`src/rtl/dmi_arbiter.sv`:
```
// Round-robin arbiter sharing one DM DMI request/response channel between two debug transports.
// Optional DM-response timeout is compiled in with DMI_ARB_TIMEOUT_EN.
//
// state     | meaning
// IDLE      | waiting for a requester; picks the round-robin winner
// ISSUE     | presenting the latched request to the DM
// WAIT_RESP | waiting for the DM response (or the timeout, when compiled in)
// DELIVER   | presenting the captured response to the owning requester
module dmi_arbiter #(
   parameter int unsigned TIMEOUT_CYCLES = 1024
) (
   input  logic        CLK_I,
   input  logic        RST_I,
   input  logic        REQ0_VALID_I,
   output logic        REQ0_READY_O,
   input  logic [40:0] REQ0_I,
   output logic        RESP0_VALID_O,
   input  logic        RESP0_READY_I,
   output logic [33:0] RESP0_O,
   input  logic        REQ1_VALID_I,
   output logic        REQ1_READY_O,
   input  logic [40:0] REQ1_I,
   output logic        RESP1_VALID_O,
   input  logic        RESP1_READY_I,
   output logic [33:0] RESP1_O,
   output logic        DMI_REQ_VALID_O,
   input  logic        DMI_REQ_READY_I,
   output logic [40:0] DMI_REQ_O,
   input  logic        DMI_RESP_VALID_I,
   output logic        DMI_RESP_READY_O,
   input  logic [33:0] DMI_RESP_I,
   output logic        GRANT_O,
   output logic        BUSY_O
);

   typedef enum logic [1:0] {IDLE, ISSUE, WAIT_RESP, DELIVER} state_t;

   if (TIMEOUT_CYCLES < 1 || TIMEOUT_CYCLES > 65535) begin : g_bad_timeout
      $error("dmi_arbiter: TIMEOUT_CYCLES must be in 1..65535");
   end

   state_t      state_q, state_d;
   logic [40:0] req_q, req_d;
   logic [33:0] resp_q, resp_d;
   logic        last_grant_q, last_grant_d;
   logic        winner;
   logic        stale;
   logic        timeout_hit;

`ifdef DMI_ARB_TIMEOUT_EN
   localparam logic [15:0] TO_LIMIT = 16'(TIMEOUT_CYCLES);

   logic        stale_q, stale_d;
   logic [15:0] cnt_q, cnt_d;

   assign stale       = stale_q;
   assign timeout_hit = (state_q == WAIT_RESP) && !DMI_RESP_VALID_I && (cnt_q == TO_LIMIT);

   always_comb begin
      stale_d = stale_q;
      cnt_d   = cnt_q;
      if (state_q == ISSUE && DMI_REQ_READY_I) begin
         cnt_d = '0;
      end else if (state_q == WAIT_RESP && !DMI_RESP_VALID_I) begin
         cnt_d = cnt_q + 16'd1;
      end
      if (timeout_hit) begin
         stale_d = 1'b1;
      end else if (stale_q && DMI_RESP_VALID_I && (state_q == IDLE || state_q == DELIVER)) begin
         // late response of the abandoned transaction: swallowed here
         stale_d = 1'b0;
      end
   end

   always_ff @(posedge CLK_I or posedge RST_I) begin
      if (RST_I) begin
         stale_q <= 1'b0;
         cnt_q   <= '0;
      end else begin
         stale_q <= stale_d;
         cnt_q   <= cnt_d;
      end
   end
`else
   assign stale       = 1'b0;
   assign timeout_hit = 1'b0;
`endif

   // tie goes to the requester that was not served last
   assign winner = (REQ0_VALID_I && REQ1_VALID_I) ? ~last_grant_q : REQ1_VALID_I;

   always_comb begin
      state_d          = state_q;
      req_d            = req_q;
      resp_d           = resp_q;
      last_grant_d     = last_grant_q;
      REQ0_READY_O     = 1'b0;
      REQ1_READY_O     = 1'b0;
      DMI_REQ_VALID_O  = 1'b0;
      DMI_RESP_READY_O = 1'b0;
      RESP0_VALID_O    = 1'b0;
      RESP1_VALID_O    = 1'b0;
      case (state_q)
         IDLE: begin
            DMI_RESP_READY_O = stale;
            if (!stale && (REQ0_VALID_I || REQ1_VALID_I)) begin
               REQ0_READY_O = ~winner;
               REQ1_READY_O = winner;
               req_d        = winner ? REQ1_I : REQ0_I;
               last_grant_d = winner;
               state_d      = ISSUE;
            end
         end
         ISSUE: begin
            DMI_REQ_VALID_O = 1'b1;
            if (DMI_REQ_READY_I) state_d = WAIT_RESP;
         end
         WAIT_RESP: begin
            DMI_RESP_READY_O = 1'b1;
            if (DMI_RESP_VALID_I) begin
               resp_d  = DMI_RESP_I;
               state_d = DELIVER;
            end else if (timeout_hit) begin
               resp_d  = {32'h0, 2'b10};
               state_d = DELIVER;
            end
         end
         DELIVER: begin
            DMI_RESP_READY_O = stale;
            RESP0_VALID_O    = ~last_grant_q;
            RESP1_VALID_O    = last_grant_q;
            if (last_grant_q ? RESP1_READY_I : RESP0_READY_I) state_d = IDLE;
         end
         default: state_d = IDLE;
      endcase
   end

   always_ff @(posedge CLK_I or posedge RST_I) begin
      if (RST_I) begin
         state_q      <= IDLE;
         req_q        <= '0;
         resp_q       <= '0;
         last_grant_q <= 1'b1;
      end else begin
         state_q      <= state_d;
         req_q        <= req_d;
         resp_q       <= resp_d;
         last_grant_q <= last_grant_d;
      end
   end

   assign DMI_REQ_O = req_q;
   assign RESP0_O   = resp_q;
   assign RESP1_O   = resp_q;
   assign GRANT_O   = last_grant_q;
   assign BUSY_O    = (state_q != IDLE) || stale;

endmodule
```
`config.mk`:
```
export PLATFORM = sky130hd
export DESIGN_NAME = dmi_arbiter
export DESIGN_NICKNAME = d
export VERILOG_FILES = /design/src/rtl/dmi_arbiter.sv
export SDC_FILE = /design/constraint.sdc
export NUM_CORES = 1
export LEC_CHECK = 0
export ABC_CLOCK_PERIOD_IN_PS = 6700
export CAP_MARGIN = 20
export CORE_AREA = 2 2 110 91
export CTS_BUF_LIST = sky130_fd_sc_hd__clkbuf_4
export DETAILED_ROUTE_END_ITERATION = 8
export DIE_AREA = 0 0 112 93
export GPL_ROUTABILITY_DRIVEN = 1
export GPL_TIMING_DRIVEN = 0
export PLACE_DENSITY = 0.95
export SLEW_MARGIN = 15
export SYNTH_ARGS = -nofsm -noshare
export SYNTH_HDL_FRONTEND = slang
export SYNTH_SLANG_ARGS = --single-unit
```
`constraint.sdc`:
```
create_clock -name CLK_I -period 6.7 [get_ports CLK_I]
set_clock_uncertainty 0.15 [all_clocks]
set_input_delay 1.005 -clock CLK_I [delete_from_list [all_inputs] [get_ports CLK_I]]
set_output_delay 1.005 -clock CLK_I [all_outputs]
set_load 0.01 [all_outputs]
```
==> results of run 1 <==
[worst max-delay path by stage]
stage	slack, ns	endpoint	start
final	2.43	REQ0_READY_O	REQ1_VALID_I
after global routing	2.27	REQ0_READY_O	REQ1_VALID_I
after CTS	2.42	REQ0_READY_O	REQ1_VALID_I
after detailed placement	2.43	REQ0_READY_O	REQ1_VALID_I
after global placement	2.39	DMI_REQ_O[17]	RST_I
after floorplan	3.55	DMI_REQ_O[0]	RST_I
[sequential cells by signal (all words and copies together), names as in the netlist]
name	cells
GRANT_O	1
RESP0_O	34
state_q	2
DMI_REQ_O	41
[placed cells by master (no fill, tap or decap)]
cell type | Yosys | routed
sky130_fd_sc_hd__nand2_1 | 42 | 42
sky130_fd_sc_hd__mux2i_1 | 43 | 43
sky130_fd_sc_hd__and2b_2 | 1 | 1
sky130_fd_sc_hd__dfrtp_1 | 77 | 77
sky130_fd_sc_hd__inv_6 | 0 | 1
sky130_fd_sc_hd__nor3b_1 | 1 | 1
sky130_fd_sc_hd__nor2b_1 | 2 | 2
sky130_fd_sc_hd__a31oi_1 | 1 | 1
sky130_fd_sc_hd__clkinv_4 | 0 | 1
sky130_fd_sc_hd__clkbuf_4 | 0 | 11
sky130_fd_sc_hd__mux2_2 | 35 | 35
sky130_fd_sc_hd__and2_1 | 1 | 1
sky130_fd_sc_hd__dfstp_2 | 1 | 1
sky130_fd_sc_hd__buf_16 | 0 | 1
sky130_fd_sc_hd__ha_1 | 5 | 5
sky130_fd_sc_hd__inv_4 | 0 | 1
sky130_fd_sc_hd__buf_4 | 38 | 38
sky130_fd_sc_hd__a2111oi_2 | 1 | 1
sky130_fd_sc_hd__clkinv_1 | 0 | 1
sky130_fd_sc_hd__inv_1 | 4 | 3
sky130_fd_sc_hd__bufinv_16 | 0 | 1
sky130_fd_sc_hd__o21ai_0 | 42 | 42
sky130_fd_sc_hd__nor2_1 | 2 | 2
sky130_fd_sc_hd__a21boi_0 | 1 | 1
sky130_fd_sc_hd__clkdlybuf4s50_1 | 0 | 240
sky130_fd_sc_hd__a21oi_1 | 1 | 1
sky130_fd_sc_hd__clkinvlp_4 | 0 | 1
sky130_fd_sc_hd__clkbuf_1 | 9 | 9
sky130_fd_sc_hd__buf_2 | 4 | 4
sky130_fd_sc_hd__and2_2 | 1 | 1
[logic make-up after synthesis]
logic type | after synthesis
AOI/OAI and AO/OA | 46
muxes | 78
and+or+nand+nor | 50
buffers and inverters | 55
adders and majority gates | 5
DFF | 78
[critical path, cell delays in order]
cell and delay [ns]:
sky130_fd_sc_hd__clkdlybuf4s50_1 0.46, sky130_fd_sc_hd__o21ai_0 0.26, sky130_fd_sc_hd__clkbuf_1 0.40, sky130_fd_sc_hd__clkbuf_1 0.41, sky130_fd_sc_hd__nor2_1 0.10, sky130_fd_sc_hd__clkdlybuf4s50_1 0.49
[final cells by class]
class                   count  area [um2]  share of cell area
clock buffers              11        82.6              0.0130
multi-input cells         179        1340               0.210
inverters                   4        17.5             0.00275
well taps                 119         149              0.0234
flip-flops and latches     78        1950               0.307
clock inverters             5        58.8             0.00923
repair buffers            241        2430               0.382
plain buffers              51         339              0.0532
[per-layer routing]
| metal | track usage | vias up | routed length, um |
|---|---|---|---|
| met4 | 0.0589 | 0 | 145 |
| met5 | 0 | - | 0 |
| met2 | 0.384 | 153 | 5640 |
| met1 | 0.238 | 1500 | 4390 |
| met3 | 0.0622 | 17 | 791 |
| li1 | - | 1530 | - |
[synth_stat cells]
cell	n
sky130_fd_sc_hd__a21oi_1	1
sky130_fd_sc_hd__nor2_1	2
sky130_fd_sc_hd__and2_2	1
sky130_fd_sc_hd__mux2i_1	43
sky130_fd_sc_hd__and2b_2	1
sky130_fd_sc_hd__dfrtp_1	77
sky130_fd_sc_hd__buf_2	4
sky130_fd_sc_hd__a31oi_1	1
sky130_fd_sc_hd__ha_1	5
sky130_fd_sc_hd__buf_4	38
sky130_fd_sc_hd__nand2_1	42
sky130_fd_sc_hd__nor3b_1	1
sky130_fd_sc_hd__inv_1	4
sky130_fd_sc_hd__clkbuf_1	9
sky130_fd_sc_hd__nor2b_1	2
sky130_fd_sc_hd__a2111oi_2	1
sky130_fd_sc_hd__dfstp_2	1
sky130_fd_sc_hd__mux2_2	35
sky130_fd_sc_hd__o21ai_0	42
sky130_fd_sc_hd__a21boi_0	1
sky130_fd_sc_hd__and2_1	1
[power breakdown]
group	total (uW)	internal, uW	switching [uW]	leakage, uW
combinational	1620	985	632	0.00175
sequential	865	707	158	0.000946
clock	289	123	165	0.0000751
[metrics by stage]
step | instance area [um2] | setup WS [ns] | hold WS (ns) | total power, uW | util
floorplan | 3650 | 3.55 | 0.366 | 1580 | -
finish | 6370 | 2.43 | 0.338 | 2770 | 0.680
CTS | 6370 | 2.42 | 0.345 | 2800 | 0.680
global route | 6370 | 2.27 | 0.381 | 2940 | 0.680
detailed placement | 6230 | 2.43 | 0.319 | 2510 | 0.665
global placement | 6200 | 2.39 | 0.311 | 2440 | 0.661
==> Flow_metrics.wiki, run 1 <==
{| class="wikitable"
! Metric !! Value
|-
| Top-level port count || about 240
|-
| Required time of the critical path || 5.54 ns
|-
| Iteration-0 DRC count of the detailed router || 81
|-
| Num rows || 32
|-
| Proportion of netlist area held by the largest area contributor || 0.528
|-
| Class of the worst hold path || reg -> reg
|-
| Initial antenna violation count || 0
|-
| Fin crit period || about 4.3 ns
|-
| Worst flop-to-flop path startpoint || state_q[0]
|-
| Number of buffers added by the clock tree synthesis step || 9
|-
| Half-perimeter wire length of the detailed placement result || 8.84 mm
|-
| Reg-to-reg endpoint || DMI_REQ_O[29]
|-
| Maximum number of pins on one net before global-route repair || between 40 and 50
|-
| # clock sinks || 78
|-
| Fraction of the mapped netlist area in adder cells || 0.0172
|-
| Clk Tree Root Cell || sky130_fd_sc_hd__clkbuf_4
|-
| Crit end category || primary output
|-
| Post-Syn Instances || 312
|-
| Multiplexer area fraction after synthesis || 0.226
|-
| Fraction of final layout cells sized beyond drive strength 1 || 0.172
|-
| Worst supply voltage drop on vdd || about 0.00032 V
|-
| Clock-pin slew reported for the worst setup and hold paths after clock tree synthesis || 0.11 ns
|-
| Proportion of synthesized chip area in sequential cells || 0.536
|-
| Hold Crit Start || DMI_REQ_O[38]
|-
| Startpoint type of the worst setup path || input port
|-
| Run status || finished, final reports clean
|-
| Kind of critical path || in -> out
|-
| Number of hold buffers added after cts || 0
|-
| Final routed DRC violation total || 0
|-
| Leakage || about 0.0028 uW
|-
| Area contributors post-synth || sky130_fd_sc_hd__dfrtp_1, sky130_fd_sc_hd__mux2i_1, sky130_fd_sc_hd__mux2_2, sky130_fd_sc_hd__buf_4, sky130_fd_sc_hd__o21ai_0
|-
| Number of vias after detailed routing || 3200
|-
| Final hold viol count || 0
|-
| Dominant combinational cell family by area after synthesis || multiplexers
|-
| Sum of overflow across all layers after global routing || 0
|-
| Final cell count without fillers || 688
|-
| Post-synthesis share of cell area spent on xor and xnor gates || 0
|-
| Vias in the first global route || 3447
|-
| Last weighted congestion value of the routability-driven placer || around 0.82
|-
| Number of post-CTS setup repair buffers || 0
|-
| Vert. Die Dim || 93 um
|-
| FF+latch count, synth || 78
|-
| Critical path arrival || around 3.1 ns
|-
| RSZ-0062 raised after global routing || no
|-
| Syn_area_per_cell || ~12 um2
|-
| CP Max Fanout || 10
|-
| Area fraction in and, or, nand and nor cells after synthesis || 0.0570
|-
| Area of the mapped netlist || between 3000 and 4000 um2
|-
| First-pass GRT wire length || around 17 mm
|-
| Overall Global Routing Usage || 0.209
|-
| CTS tree || yes
|-
| H-tree depth reported by CTS || 3
|-
| Total length of routed wires || between 10 and 15 mm
|-
| Total iterations of the first detailed-routing run || 6
|-
| Fill cell instance count of the final layout || 671
|-
| Post-DRT Antenna Nets || 0
|-
| Hold-critical path endpoint || DMI_REQ_O[38]
|-
| Final Slew Violations || 0
|-
| Post-synthesis net count || about 440
|-
| Relative slew margins || 0.694
|-
| Latest clock arrival within the worst-skew pair || 0.39 ns
|-
| Tightest Pin Transition || roughly 0.46 ns
|-
| Flop-to-flop setup slack || 4.45 ns
|-
| Post-synth cell types || 21
|-
| Clock tree buffer depth || 2
|-
| Routed length per placed instance || 15.9 um
|-
| Number of buffers added on ports || 240
|-
| Total setup violations reported at the end of the flow || 0
|-
| Synth Area in Compound Gates || 0.0669
|-
| DIE AREA || 10400 um2
|-
| Ant. Diodes || 0
|-
| Number of instances on the worst hold path || 2
|-
| Fin nets || just under 700
|-
| Highest clock rate || 0.234 GHz
|-
| Core ar. || 9370 um2
|-
| YS warnings || 0
|-
| Path depth of the worst reg2reg path || 7
|-
| Post-route setup TNS || 0 ns
|-
| Initial standard-cell utilization of the core || 0.389
|-
| Die X || between 100 and 150 um
|-
| Total placed cells including tap cells || ~670
|-
| Share of the cycle needed by the critical path after routing || 0.637
|-
| Most area-hungry cell type in the Yosys netlist || sky130_fd_sc_hd__dfrtp_1
|-
| Number of cells upsized or downsized after cts || 0
|-
| Number of max-capacitance violations reported || 0
|-
| Power per cell area || about 440 nW/um2
|-
| Via-to-Cell Ratio || between 4 and 5
|-
| P&R area growth vs syn || 74.7%
|}
No activity file was read; power rests on OpenSTA's default activity.
==> run 2: changes to the inputs <==
- ABC_CLOCK_PERIOD_IN_PS: 6700 -> 3600
- CORE_AREA: 2 2 110 91 -> 2 2 119 98
- DIE_AREA: 0 0 112 93 -> 0 0 121 100
- PLACE_DENSITY: 0.95 -> 0.89
- clock period: 6.7 -> 3.6 ns (I/O delays scaled with it)
==> Flow_metrics.wiki, run 2 (synthesis gave the netlist of run 1 again) <==
{| class="wikitable"
! Metric !! Value
|-
| Crit path setup slack, layout || 0.304 ns (-2.13 ns)
|-
| Fin nets || 693 (unchanged)
|-
| Run status || finished, final reports clean
|-
| Crit-path slowest cell || sky130_fd_sc_hd__clkdlybuf4s50_1
|-
| CP Max Fanout || 10 (unchanged)
|-
| P&R area growth vs syn || 76.4%
|-
| Flop-to-flop setup slack || 1.44 ns (-3.01 ns)
|-
| H-tree depth reported by CTS || 3 (unchanged)
|-
| Last weighted congestion value of the routability-driven placer || 0.731 (-11%)
|-
| Core ar. || 11100 um2 (+18%)
|-
| Clk Tree Root Cell || sky130_fd_sc_hd__clkbuf_4
|-
| Vias in the first global route || 3329 (-3.4%)
|-
| Buffers plus inverters on the worst setup path || 4 (unchanged)
|-
| Leading cell types in the layout, fill and taps excluded || sky130_fd_sc_hd__clkdlybuf4s50_1, sky130_fd_sc_hd__dfrtp_1, sky130_fd_sc_hd__mux2i_1
|-
| Power per cell area || 817 nW/um2 (+88%)
|-
| Switching power share of the total || 0.333 (-0.0113)
|-
| Part of the total power dissipated in combinational logic || 0.568 (-0.016)
|-
| Internal power consumption || 3500 uW (+93%)
|-
| Required time of the critical path || 2.91 ns (-2.63 ns)
|-
| Path depth of the worst reg2reg path || 7 (unchanged)
|-
| Number of post-CTS setup repair buffers || 0 (unchanged)
|-
| Kind of critical path || reg -> out
|-
| Highest clock rate || roughly 0.3 GHz
|-
| First-pass GRT wire length || 16.6 mm (-3.3%)
|-
| Crit end category || primary output
|-
| # clock sinks || 78 (unchanged)
|-
| Commonest non-fill, non-tap cell in the layout || sky130_fd_sc_hd__clkdlybuf4s50_1
|-
| Proportion of power drawn by the clock network || 0.124 (+0.020)
|-
| Hold slack || 0.343 ns (+0.00509 ns)
|-
| Post-route setup TNS || 0 ns (unchanged)
|-
| Latest clock arrival within the worst-skew pair || 0.40 ns (about the same)
|-
| Maximum number of pins on one net before global-route repair || 41 (-15%)
|-
| Number of buffers added by the clock tree synthesis step || 9 (unchanged)
|-
| Tightest Pin Transition || 0.513 ns (+0.0546 ns)
|-
| Top-level port count || 241 (unchanged)
|-
| Total setup violations reported at the end of the flow || 0 (unchanged)
|-
| Num rows || 35 (+9.4%)
|-
| Clock tree buffer depth || 2 (unchanged)
|-
| Routed length per placed instance || 15.2 um (-4.8%)
|-
| Number of max-capacitance violations reported || 0 (unchanged)
|-
| Worst supply voltage drop on vdd || 0.000366 V (+16%)
|-
| Sum of overflow across all layers after global routing || 0 (unchanged)
|-
| Post-route core utilization || 0.580 (-0.0993)
|-
| Final hold viol count || 0 (unchanged)
|-
| Switching power of the nets || 1750 uW (+84%)
|-
| Half-perimeter wire length of the detailed placement result || 8.74 mm (-1.0%)
|-
| Class of the worst hold path || reg -> reg
|-
| Leakage || 0.00279 uW (+0.66%)
|-
| Cell family contributing the most delay on the critical path || buffers and inverters
|-
| Initial standard-cell utilization of the core || 0.329 (-0.0601)
|-
| Largest register FFs || 41 (unchanged)
|-
| PnR Total Power || 5260 uW (+90%)
|-
| Number of buffers added on ports || 240 (unchanged)
|-
| Final routed DRC violation total || 0 (unchanged)
|-
| Relative slew margins || 0.658 (-0.0364)
|-
| Number of vias after detailed routing || 3279 (+2.5%)
|-
| Part of the power in registers || 0.308 (-0.004)
|-
| Total length of routed wires || 10.9 mm (-0.93%)
|-
| Number of instances on the worst hold path || 2 (unchanged)
|-
| Largest stage delay on the critical path || 0.55 ns (+0.06 ns)
|-
| Worst setup slack after placement || 0.254 ns (-2.18 ns)
|-
| Vert. Die Dim || 100 um (+7.5%)
|-
| CTS tree || yes
|-
| Startpoint type of the worst setup path || flop
|-
| Clock-pin slew reported for the worst setup and hold paths after clock tree synthesis || 0.12 ns (about the same)
|-
| Critical path arrival || 2.61 ns (-0.51 ns)
|-
| Die X || 121 um (+8.0%)
|-
| DIE AREA || 12100 um2 (+16%)
|-
| Total iterations of the first detailed-routing run || 5 (-1)
|-
| Initial antenna violation count || 0 (unchanged)
|-
| Iteration-0 DRC count of the detailed router || 101 (+25%)
|-
| Fraction of final layout cells sized beyond drive strength 1 || 0.173 (+0.000303)
|-
| Share of the cycle needed by the critical path after routing || 0.916
|-
| Fin crit period || around 3.3 ns
|-
| Final Slew Violations || 0 (unchanged)
|-
| Via-to-Cell Ratio || 4.58 (-1.5%)
|-
| Number of stages on the worst setup path || 7 (+1)
|-
| Post-DRT Antenna Nets || 0 (unchanged)
|-
| RSZ-0062 raised after global routing || no
|-
| CP Cell Sequence || inv_1, ha_1, o21ai_0, clkbuf_1, clkbuf_2, nor2_1, clkdlybuf4s50_1
|-
| Ant. Diodes || 0 (unchanged)
|-
| Overall Global Routing Usage || 0.176 (-0.0327)
|}
[run 2: cell type report]
type,instances,area (um2)
fillers,910,4650
inverters,4,17.5
flip-flops and latches,78,1950
clock buffers,10,75.1
well taps,148,185
repair buffers,241,2420
clock inverters,5,98.8
multi-input cells,179,1340
plain buffers,51,340
[run 2: power groups by stage]
stage	sequential [uW]	clock, uW	combinational [uW]
5_1_grt	1680	719	3200
6_report	1620	651	2990
2_1_floorplan	1780	0	1150
4_1_cts	1620	675	3030
3_3_place_gp	1600	0	2950
3_5_place_dp	1630	0	3020
[run 2: worst paths after layout]
path | startpoint | end
min in group asynchronous | RST_I | RESP0_O[8]
hold reg to reg | DMI_REQ_O[25] | DMI_REQ_O[25]
max in group asynchronous | RST_I | DMI_REQ_O[1]
hold / removal | DMI_REQ_O[25] | DMI_REQ_O[25]
setup / recovery | state_q[0] | REQ0_READY_O
setup reg to reg | state_q[0] | DMI_REQ_O[20]
[run 2: stage by stage]
stage          instances  cell area (um2)
6_report             716             6430
5_1_grt              716             6430
4_1_cts              716             6430
3_5_place_dp         701             6260
3_3_place_gp         700             6230
2_1_floorplan        312             3650
[run 2: timing repair]
action / CTS / global route
hold buffers: 0 / 0
endpoints found under the hold margin: 0 / 0
endpoints found under the setup margin: 0 / 1
gates resized for setup: 0 / 2
[run 2: per-layer routing]
layer  vias up  routed length, um  track usage
met5         -                  0            0
met4         0                148       0.0528
met3        16               1070       0.0705
met2       174               5430        0.313
met1      1555               4220        0.194
li1       1534                  -            -
[run 2: worst min-delay path: cells and delay by family (launching register included)]
kind | cells | cell delay, ns
flip-flops | 1 | 0.36
AO/OA/AOI/OAI | 1 | 0.06
AND/OR/NAND/NOR | 1 | 0.04
